===== src/rtl/conv_block_sequencer.sv =====
// Address sequencer for the 2D convolver line memories: load, process and block readout phases.
// Latency: state, counters, o_changeBlock and o_err are registered (one cycle after the causing edge); o_writeAdd/o_fsm_SOP/o_fsm_valid_conv/o_EoP decode registered state.
// Backpressure: none; the host paces LOAD/READ with i_valid rising edges, PROC free-runs one address per cycle.
//
// Ports:
//   i_CLK, i_reset          clock and synchronous active-high reset
//   i_imgLength             image column count (must be stable outside IDLE)
//   i_load, i_SoP, i_abort  host commands
//   i_valid                 data strobe; only its rising edge advances LOAD/READ
//   o_readAdd, o_writeAdd   line-memory addresses
//   o_fsm_SOP, o_fsm_valid_conv  processing phase / convolver valid
//   o_changeBlock, o_err    single-cycle pulses
//   o_EoP, o_block_count    readout pending / blocks read since the last PROC
//   o_state                 current state for debug
module conv_block_sequencer #(
    parameter int NB_ADDRESS = 10,
    parameter int NB_IMAGE   = 10,
    parameter int N_CONV     = 16,
    parameter int LATENCIA   = 6,
    parameter int KERNEL     = 3,
    parameter int NB_STATES  = 3
) (
    input  logic                          i_CLK,
    input  logic                          i_reset,
    input  logic [NB_IMAGE-1:0]           i_imgLength,
    input  logic                          i_load,
    input  logic                          i_SoP,
    input  logic                          i_valid,
    input  logic                          i_abort,
    output logic [NB_ADDRESS-1:0]         o_readAdd,
    output logic [NB_ADDRESS-1:0]         o_writeAdd,
    output logic                          o_fsm_SOP,
    output logic                          o_fsm_valid_conv,
    output logic                          o_changeBlock,
    output logic                          o_EoP,
    output logic [$clog2(N_CONV+1)-1:0]   o_block_count,
    output logic                          o_err,
    output logic [NB_STATES-1:0]          o_state
);

    localparam int NB_BLK = $clog2(N_CONV+1);
    localparam int TRIM   = KERNEL - 1;

    localparam logic [NB_ADDRESS-1:0] ONE_A   = NB_ADDRESS'(1);
    localparam logic [NB_ADDRESS-1:0] TRIM_A  = NB_ADDRESS'(TRIM);
    localparam logic [NB_ADDRESS-1:0] LAT_A   = NB_ADDRESS'(LATENCIA);
    // Shortest image that still yields at least one output after pipeline fill and trim.
    localparam logic [NB_ADDRESS-1:0] MIN_LEN = NB_ADDRESS'(LATENCIA + TRIM + 1);
    localparam logic [NB_BLK-1:0]     ONE_B   = NB_BLK'(1);
    localparam logic [NB_BLK-1:0]     NCONV_B = NB_BLK'(N_CONV);

    typedef enum logic [NB_STATES-1:0] {
        S_IDLE = NB_STATES'(0),
        S_LOAD = NB_STATES'(1),
        S_PROC = NB_STATES'(2),
        S_DONE = NB_STATES'(3),
        S_READ = NB_STATES'(4)
    } state_t;

    state_t              state_q, state_d;
    logic [NB_ADDRESS-1:0] rd_cnt_q, rd_cnt_d;
    logic [NB_ADDRESS-1:0] wr_cnt_q, wr_cnt_d;
    logic [NB_BLK-1:0]     readout_left_q, readout_left_d;
    logic [NB_BLK-1:0]     block_count_q, block_count_d;
    logic                  change_block_q, change_block_d;
    logic                  err_q, err_d;
    logic                  v_prev_q;

    logic [NB_ADDRESS-1:0] img_len;
    logic [NB_ADDRESS-1:0] wr_last;
    logic                  stb;

    assign img_len = NB_ADDRESS'(i_imgLength);
    // Last valid output column after the kernel edge trim; also the READ terminal count.
    assign wr_last = img_len - TRIM_A;
    assign stb     = i_valid & ~v_prev_q;

    always_comb begin
        state_d        = state_q;
        rd_cnt_d       = rd_cnt_q;
        wr_cnt_d       = wr_cnt_q;
        readout_left_d = readout_left_q;
        block_count_d  = block_count_q;
        change_block_d = 1'b0;
        err_d          = 1'b0;

        case (state_q)
            S_IDLE: begin
                rd_cnt_d = '0;
                wr_cnt_d = '0;
                if (i_load && !i_SoP && readout_left_q == '0) begin
                    state_d = S_LOAD;
                end else if (i_SoP && !i_load && readout_left_q == '0) begin
                    if (img_len < MIN_LEN) begin
                        err_d = 1'b1;
                    end else begin
                        state_d       = S_PROC;
                        block_count_d = '0;
                    end
                end else if (!i_load && !i_SoP && readout_left_q != '0) begin
                    state_d        = S_READ;
                    readout_left_d = readout_left_q - ONE_B;
                end else if (i_load && i_SoP) begin
                    err_d = 1'b1;
                end
            end
            S_LOAD: begin
                if (stb) begin
                    if (rd_cnt_q == img_len) begin
                        state_d        = S_IDLE;
                        rd_cnt_d       = '0;
                        change_block_d = 1'b1;
                    end else begin
                        rd_cnt_d = rd_cnt_q + ONE_A;
                    end
                end
            end
            S_READ: begin
                if (stb) begin
                    if (rd_cnt_q == wr_last) begin
                        state_d        = S_IDLE;
                        rd_cnt_d       = '0;
                        change_block_d = 1'b1;
                        if (block_count_q != NCONV_B) begin
                            block_count_d = block_count_q + ONE_B;
                        end
                    end else begin
                        rd_cnt_d = rd_cnt_q + ONE_A;
                    end
                end
            end
            S_PROC: begin
                if (rd_cnt_q < img_len) begin
                    rd_cnt_d = rd_cnt_q + ONE_A;
                end
                // Writes start once the first read has travelled through the pipeline.
                if ((rd_cnt_q >= LAT_A) && (wr_cnt_q < wr_last)) begin
                    wr_cnt_d = wr_cnt_q + ONE_A;
                end
                if (wr_cnt_q == wr_last) begin
                    state_d        = S_DONE;
                    change_block_d = 1'b1;
                    readout_left_d = NCONV_B;
                end
            end
            S_DONE: begin
                if (!i_SoP) begin
                    state_d  = S_IDLE;
                    rd_cnt_d = '0;
                    wr_cnt_d = '0;
                end
            end
            default: begin
                state_d = S_IDLE;
            end
        endcase

        // Abort keeps the block count so the host can see how far readout got.
        if (i_abort) begin
            state_d        = S_IDLE;
            rd_cnt_d       = '0;
            wr_cnt_d       = '0;
            readout_left_d = '0;
            block_count_d  = block_count_q;
            change_block_d = 1'b0;
            err_d          = 1'b0;
        end
    end

    always_ff @(posedge i_CLK) begin
        if (i_reset) begin
            state_q        <= S_IDLE;
            rd_cnt_q       <= '0;
            wr_cnt_q       <= '0;
            readout_left_q <= '0;
            block_count_q  <= '0;
            change_block_q <= 1'b0;
            err_q          <= 1'b0;
            v_prev_q       <= 1'b0;
        end else begin
            state_q        <= state_d;
            rd_cnt_q       <= rd_cnt_d;
            wr_cnt_q       <= wr_cnt_d;
            readout_left_q <= readout_left_d;
            block_count_q  <= block_count_d;
            change_block_q <= change_block_d;
            err_q          <= err_d;
            v_prev_q       <= i_valid;
        end
    end

    assign o_fsm_SOP        = (state_q == S_PROC);
    assign o_readAdd        = rd_cnt_q;
    assign o_writeAdd       = o_fsm_SOP ? wr_cnt_q : rd_cnt_q;
    assign o_fsm_valid_conv = o_fsm_SOP && (wr_cnt_q < (wr_last - ONE_A));
    assign o_changeBlock    = change_block_q;
    assign o_EoP            = (readout_left_q != '0);
    assign o_block_count    = block_count_q;
    assign o_err            = err_q;
    assign o_state          = state_q;

endmodule


===== config.mk =====
export PLATFORM = sky130hd
export DESIGN_NAME = conv_block_sequencer
export DESIGN_NICKNAME = d
export VERILOG_FILES = /design/src/rtl/conv_block_sequencer.sv
export SDC_FILE = /design/constraint.sdc
export NUM_CORES = 1
export LEC_CHECK = 0
export ABC_AREA = 1
export CAP_MARGIN = 20
export CELL_PAD_IN_SITES_DETAIL_PLACEMENT = 2
export CELL_PAD_IN_SITES_GLOBAL_PLACEMENT = 2
export CORE_ASPECT_RATIO = 2
export CORE_UTILIZATION = 30
export DETAILED_ROUTE_END_ITERATION = 8
export HOLD_SLACK_MARGIN = 0.06
export MAX_ROUTING_LAYER = met4
export PLACE_DENSITY_LB_ADDON = 0.3
export SKIP_CTS_REPAIR_TIMING = 1
export SLEW_MARGIN = 30
export SYNTH_ARGS = -nofsm -noshare
export SYNTH_HDL_FRONTEND = slang
export SYNTH_SLANG_ARGS = --single-unit

===== constraint.sdc =====
create_clock -name i_CLK -period 3.35 [get_ports i_CLK]
set_input_delay 0.5025 -clock i_CLK [delete_from_list [all_inputs] [get_ports i_CLK]]
set_output_delay 0.5025 -clock i_CLK [all_outputs]
set_load 0.03 [all_outputs]

; ---- Word-level counts from Yosys, hierarchy flattened
; Index checks and enable logic that the tools add are counted.
[totals]
inputBits = 16
word_cells = 115
out_inout_bits = 33
register_bits = 36
[classes]
n_lt_le_gt_ge = 5
eq_ne = 24
addsub = 6
muxes = 43
n_reduce_logical = 25
bitwise = 4
[ops]
columns = cell, count
row1 = $mux 10, 8
row2 = $mux 5, 10
row3 = $pmux 10 s5, 1
row4 = $eq 10x10->1, 3
row5 = $lt 10x10->1, 3
row6 = $mux 3, 10
row7 = $pmux 10 s3, 1
row8 = $ne 2x2->1 const B, 11
row9 = $add 10x1->10 const B, 2
row10 = $pmux 5 s2, 2
row11 = $reduce_and 8->1, 2
row12 = $pmux 3 s5, 1
row13 = $ge 10x3->1 const B, 1
row14 = $lt 10x4->1 const B, 1
row15 = $reduce_and 5->1, 2
row16 = $reduce_bool 5->1, 2
row17 = $sub 10x1->10 const B, 1
row18 = $sub 10x2->10 const B, 1
row19 = $logic_and 1x1->1, 9
row20 = $mux 1, 9
row21 = $ne 4x4->1 const B, 2
row22 = $eq 3x2->1 const B, 2
row23 = $ne 2x1->1 const B, 3
row24 = $add 5x1->5 const B, 1
row25 = 15 further kinds, 19

; ---- Depth between registers and ports, before layout
; Gate-level depths: netlist of the first run.
[depth]
word_depth = 7
mapped_depth = 19
depth_no_buf = 19

; ---- Worst setup path after synthesis of the first run
; No wires, ideal clock.
[synth_timing]
path_kind = input -> output
start = input i_imgLength[1]
end = output o_fsm_valid_conv
n_path_buf = 0
t_arrival_ps = 2811
cell_stages = 16
setup_slack_ps = 36
required_ps = 2847
path_cell_list = inv_1 ha_1 inv_1 nand2_2 nand2_4 inv_1 nand4_1 nor3b_2 nand3_1 xnor2_1 ha_1 nand2_1 nor2_1 o211ai_1 o2111ai_1 nor2_1
[synth_via]
elab_chain_len = 4
[synth_rtl]
columns = element, line_no
row1 = "start, declared", 25  ; input logic [NB_IMAGE-1:0] i_imgLength,
row2 = $sub 10x2->10, 75  ; assign wr_last = img_len - TRIM_A;
row3 = $sub 10x1->10, 195  ; assign o_fsm_valid_conv = o_fsm_SOP && (wr_cnt_q < (wr_last - ONE_A));
row4 = $lt 10x10->1, 195
row5 = $logic_and 1x1->1, 195
row6 = "end, declared", 33  ; output logic o_fsm_valid_conv,
; No other way between the ends.

; ---- Worst setup path after layout of the first run
[layout_timing]
start = input i_imgLength[2]
end = output o_fsm_valid_conv
; The elaborated chain is that of the path after synthesis.

==> qor.yml, run 1 <==
cp_max_fo: 3
cts.sinks: 36
dp_hpwl_mm: 11.8
n_antenna_cell: 0
core_mm2: 0.0113
clock_skew_ns: 0.00164
die_h_um: 154
cts_tree: "built"
yosysSeqAreaShare_pct: 20.8
wire_per_inst_um: 18.7
grt_max_degree: 22
antenna_found_initial: 0
first_pass_iters: 4
drt_iter0_markers: 87
initial_core_util_pct: 30.7
setup_violations: 0
slew_violations: 0
num_vias: 4098
synth_cells: 534
worstHoldPathType: "register to register"
rsz0062_at_grt: "true"
clk_latency_ns: 0.29
drc_errors: 0
maxCapViolCount: 0
hold_viol: 0
gp_congestion: 0.911
ios: 49
synthArstFlopShare_pct: 0
synth_edf_count: 0
synthFlopType: "dfxtp_1"
portBuffers: 48
final_util_pct: 42.3
area_growth_pct: 37.6
cp-end-kind: "output port"
dp_cells: 768
slew_headroom_pct: 49.7
netlist_area_mm2: 0.00346
ant_nets: 0
arrival_ns: 2.78
tns_ns: 0
crit_type: "input port to output port"
status: "finished, final reports clean"
cp.required_ns: 2.85
grt_pass1_vias: 4491
htreeDepth: 2
die_x_um: 78.0
post-route-min-period_ns: 3.28
cts_root_buffer: "clkbuf_16"
fmax_mhz: 305
p_leak_nw: 2.07
routed_wl_mm: 14.6
final_common_cell: "nand2_1"
worst_pin_slew_ns: 0.754
dieArea_mm2: 0.0120
power.density_mw_per_mm2: 348
clk_pin_slew_ns: 0.06
cts_made_buffers: 5
syn_avg_cell_area_um2: 6.49
instances_no_fill: 781
synth_fp_nets: 591
grt_remaining_overflow: 0
clockBufferDepth: 2
fin_crit_sh_pct: 97.9
layout_common_cells: "120 x nand2_1, 60 x nor2_1, 58 x buf_4"
finish.net_count: 695
ys_seq_elements: 36
synthDistinctLibCells: 41
ir_drop_v: 0.000310
globalRouteTotalUtil_pct: 25.8
total_power_w: 0.00166
worstSetupStartpointType: "input port"
grt_pass1_wl_mm: 22.9
vias_per_cell: 5.25
final_layout_size_suffix_gt1_share_pct: 19.4
rows: 55
yosys_warnings: 0
## final timing paths
check	depth (start not counted)	from	slack [ns]	to
setup / recovery	18	i_imgLength[2]	0.07	o_fsm_valid_conv
setup reg to reg	13	o_readAdd[1]	0.92	o_readAdd[1]
hold reg to reg	2	readout_left_q[1]	0.49	readout_left_q[1]
hold / removal	2	readout_left_q[1]	0.49	readout_left_q[1]
## sequential cells by signal (all words and copies together) (netlist names)
name            count
o_err               1
wr_cnt_q           10
v_prev_q            1
o_state             3
readout_left_q      5
o_readAdd          10
o_changeBlock       1
o_block_count       5
## report_power, final
group	internal, W	total [W]	leakage (nW)	switching [W]
combinational	0.000249	0.000709	1.71	0.000460
clock	0.000297	0.000491	0.0701	0.000195
sequential	0.000445	0.000461	0.291	0.0000166
total	0.000990	0.00166	2.07	0.000672
## metal layers
| layer | GRT usage, % | vias to the layer above | wire length, um |
|---|---|---|---|
| met5 | - | - | 0 |
| met4 | 13.3 | 0 | 667 |
| met3 | 1.60 | 37 | 266 |
| met2 | 52.2 | 82 | 8600 |
| met1 | 23.0 | 2010 | 5080 |
| li1 | - | 1969 | - |
## kinds of logic after synthesis
logic type                 count (synthesis)  share of synthesized area, %
adders and majority gates                 41                          14.8
AOI/OAI and AO/OA                         81                          13.0
buffers and inverters                     73                          8.23
xor gates and xnor gates                  24                          6.07
DFF                                       36                          20.8
and+or+nand+nor                          279                          37.1
## per-stage QoR
step	hold slack (ns)	worst slack, ns	instance area, um^2
6_report	0.489	0.0717	4770
5_1_grt	0.509	-0.104	4770
4_1_cts	0.489	-0.451	4620
3_5_place_dp	0.481	-0.505	4470
3_3_place_gp	0.450	-0.240	4470
2_1_floorplan	0.441	0.0361	3460
## cell type report
class	count	area, um^2
clock buffer	7	143
clock inverter	1	7.51
fill	1396	6520
inverter	64	245
multi-input combinational	425	2540
sequential	36	721
tap	142	178
timing repair buffer	106	933
## worst max-delay path: stages
cell	delay, ns
buf_8	0.10
buf_6	0.11
nor2_4	0.11
nand2_4	0.09
buf_4	0.14
buf_4	0.14
o21ai_2	0.18
nand2_2	0.11
inv_2	0.09
nand3_1	0.08
xnor2_1	0.14
ha_1	0.33
nand2_2	0.11
nor2_4	0.04
o211ai_1	0.08
o2111ai_1	0.12
nor2_1	0.13
buf_4	0.17
## synth_stat cells, types with 11 or more instances
cell       n  area [um^2]
a21oi_1   42          210
dfxtp_1   36          721
ha_1      41          513
inv_1     52          195
inv_2     11         41.3
nand2_1  128          480
nand3_1   36          180
nand4_1   11         68.8
nor2_1    63          236
o21ai_0   25          125
xor2_1    16          140
No activity file was read; power rests on OpenSTA's default activity.
==> inputs of run 2 (changes only) <==
- CAP_MARGIN: 20 -> not set
- PLACE_DENSITY: not set -> 0.79
- PLACE_DENSITY_LB_ADDON: 0.3 -> not set
==> run 2 against run 1 <==
Routed wire length is 3.1% higher. Die area stayed put. First-iteration DRC count is 43% higher.
==> qor.yml, run 2 (synthesized netlist as in run 1, its figures left out) <==
grt_pass1_wl_mm: 23.7
grt_max_degree: 22
rsz0062_at_grt: "true"
num_vias: 4048
cp-end-kind: "output port"
ir_drop_v: 0.000337
finish.net_count: 686
critPathSlowestCell: "clkdlybuf4s50_1"
hold_viol: 0
cts_tree: "built"
fin_hold_ws_ns: 0.477
design_area_mm2: 0.00468
worst_pin_slew_ns: 0.761
grt_remaining_overflow: 0
dp_hpwl_mm: 12.2
ant_nets: 0
cp.required_ns: 2.85
placed_area_mm2: 0.00444
dieArea_mm2: 0.0120
p_clk_share_pct: 31.9
p_leak_nw: 2.01
die_x_um: 78.0
worstSetupStartpointType: "input port"
seqPwrFrac_pct: 26.9
antenna_found_initial: 0
crit_type: "input port to output port"
vias_per_cell: 5.24
n_fill_cell: 1423
fmax_mhz: 306
status: "finished, final reports clean"
cp_max_fo: 4
slew_headroom_pct: 49.2
crit_path_max_incr_delay_ns: 0.42
drc_errors: 0
worstHoldPathType: "register to register"
clockBufferDepth: 2
clk_latency_ns: 0.29
instances_no_fill: 772
routed_wl_mm: 15.1
area_growth_pct: 35.1
power.switching_w: 0.000678
dp_cells: 763
cts_root_buffer: "clkbuf_16"
gp_congestion: 0.922
clock_skew_ns: 0.00523
core_mm2: 0.0113
total_power_w: 0.00171
drt_iter0_markers: 124
cts.sinks: 36
arrival_ns: 2.76
ios: 49
final_layout_size_suffix_gt1_share_pct: 17.6
setup_violations: 0
layout_common_cells: "123 x nand2_1, 61 x nor2_1, 49 x buf_4"
grt_pass1_vias: 4662
clk_pin_slew_ns: 0.06
final_common_cell: "nand2_1"
post-route-min-period_ns: 3.26
portBuffers: 48
initial_core_util_pct: 30.7
cpMostUsedCell: "buf_4"
die_h_um: 154
power_frac_comb_pct: 41.2
switching_share_pct: 39.6
rows: 55
path_cells: "clkdlybuf4s50_1, buf_4, nor2_1, nand2_1, o21ai_2, nand2_2, buf_4, xor2_1, ha_1, nand2_2, nor2_2, o211ai_1, o2111ai_1, nor2_1, buf_4"
fin_crit_sh_pct: 97.4
wire_per_inst_um: 19.5
power.density_mw_per_mm2: 366
n_antenna_cell: 0
htreeDepth: 2
maxCapViolCount: 0
globalRouteTotalUtil_pct: 26.7
cts_made_buffers: 5
slew_violations: 0
p_int_w: 0.00103
first_pass_iters: 4
[run 2: path summary, 6_finish.rpt]
kind,slack [ns],to,startpoint,cells after the start
min reg2reg,0.48,readout_left_q[1],readout_left_q[1],2
max,0.09,o_fsm_valid_conv,i_imgLength[7],15
max reg2reg,0.97,o_readAdd[8],o_readAdd[1],13
min,0.48,readout_left_q[1],readout_left_q[1],2
[run 2: critical path: cells and delay by family]
kind,cells,cell delay (ns)
and+or+nand+nor,6,0.52
buffers and inverters,4,0.92
xor gates and xnor gates,1,0.17
adders and majority gates,1,0.28
AOI/OAI and AO/OA,3,0.36
[run 2: layer usage]
layer | GRT usage (%) | routed length (um)
met4 | 15.0 | 726
met1 | 23.9 | 5200
met3 | 1.84 | 236
met2 | 53.3 | 8910
met5 | - | 0
[run 2: final cells by class]
| cell class | instances | area [um^2] | area share, % |
|---|---|---|---|
| Multi-Input combinational cell | 425 | 2520 | 53.8 |
| Timing Repair Buffer | 97 | 858 | 18.3 |
| Sequential cell | 36 | 721 | 15.4 |
| Inverter | 64 | 240 | 5.13 |
| Tap cell | 142 | 178 | 3.80 |
| Clock buffer | 6 | 129 | 2.75 |
| Clock inverter | 2 | 35.0 | 0.749 |
[run 2: power by group through the flow]
stage | sequential, W | clock [W] | combinational, W
final | 0.000461 | 0.000546 | 0.000705
after global routing | 0.000462 | 0.000572 | 0.000767
after CTS | 0.000461 | 0.000556 | 0.000699
after detailed placement | 0.000470 | 0 | 0.000689
after global placement | 0.000470 | 0 | 0.000650
after floorplan | 0.000480 | 0 | 0.000404
[run 2: per-stage QoR]
step	TNS, ns	util, %	setup WS, ns
floorplan	0	-	0.0361
global placement	-2.47	39.3	-0.325
detailed placement	-7.19	39.3	-0.460
CTS	-2.62	40.8	-0.456
global route	-0.100	41.5	-0.100
finish	0	41.5	0.0862
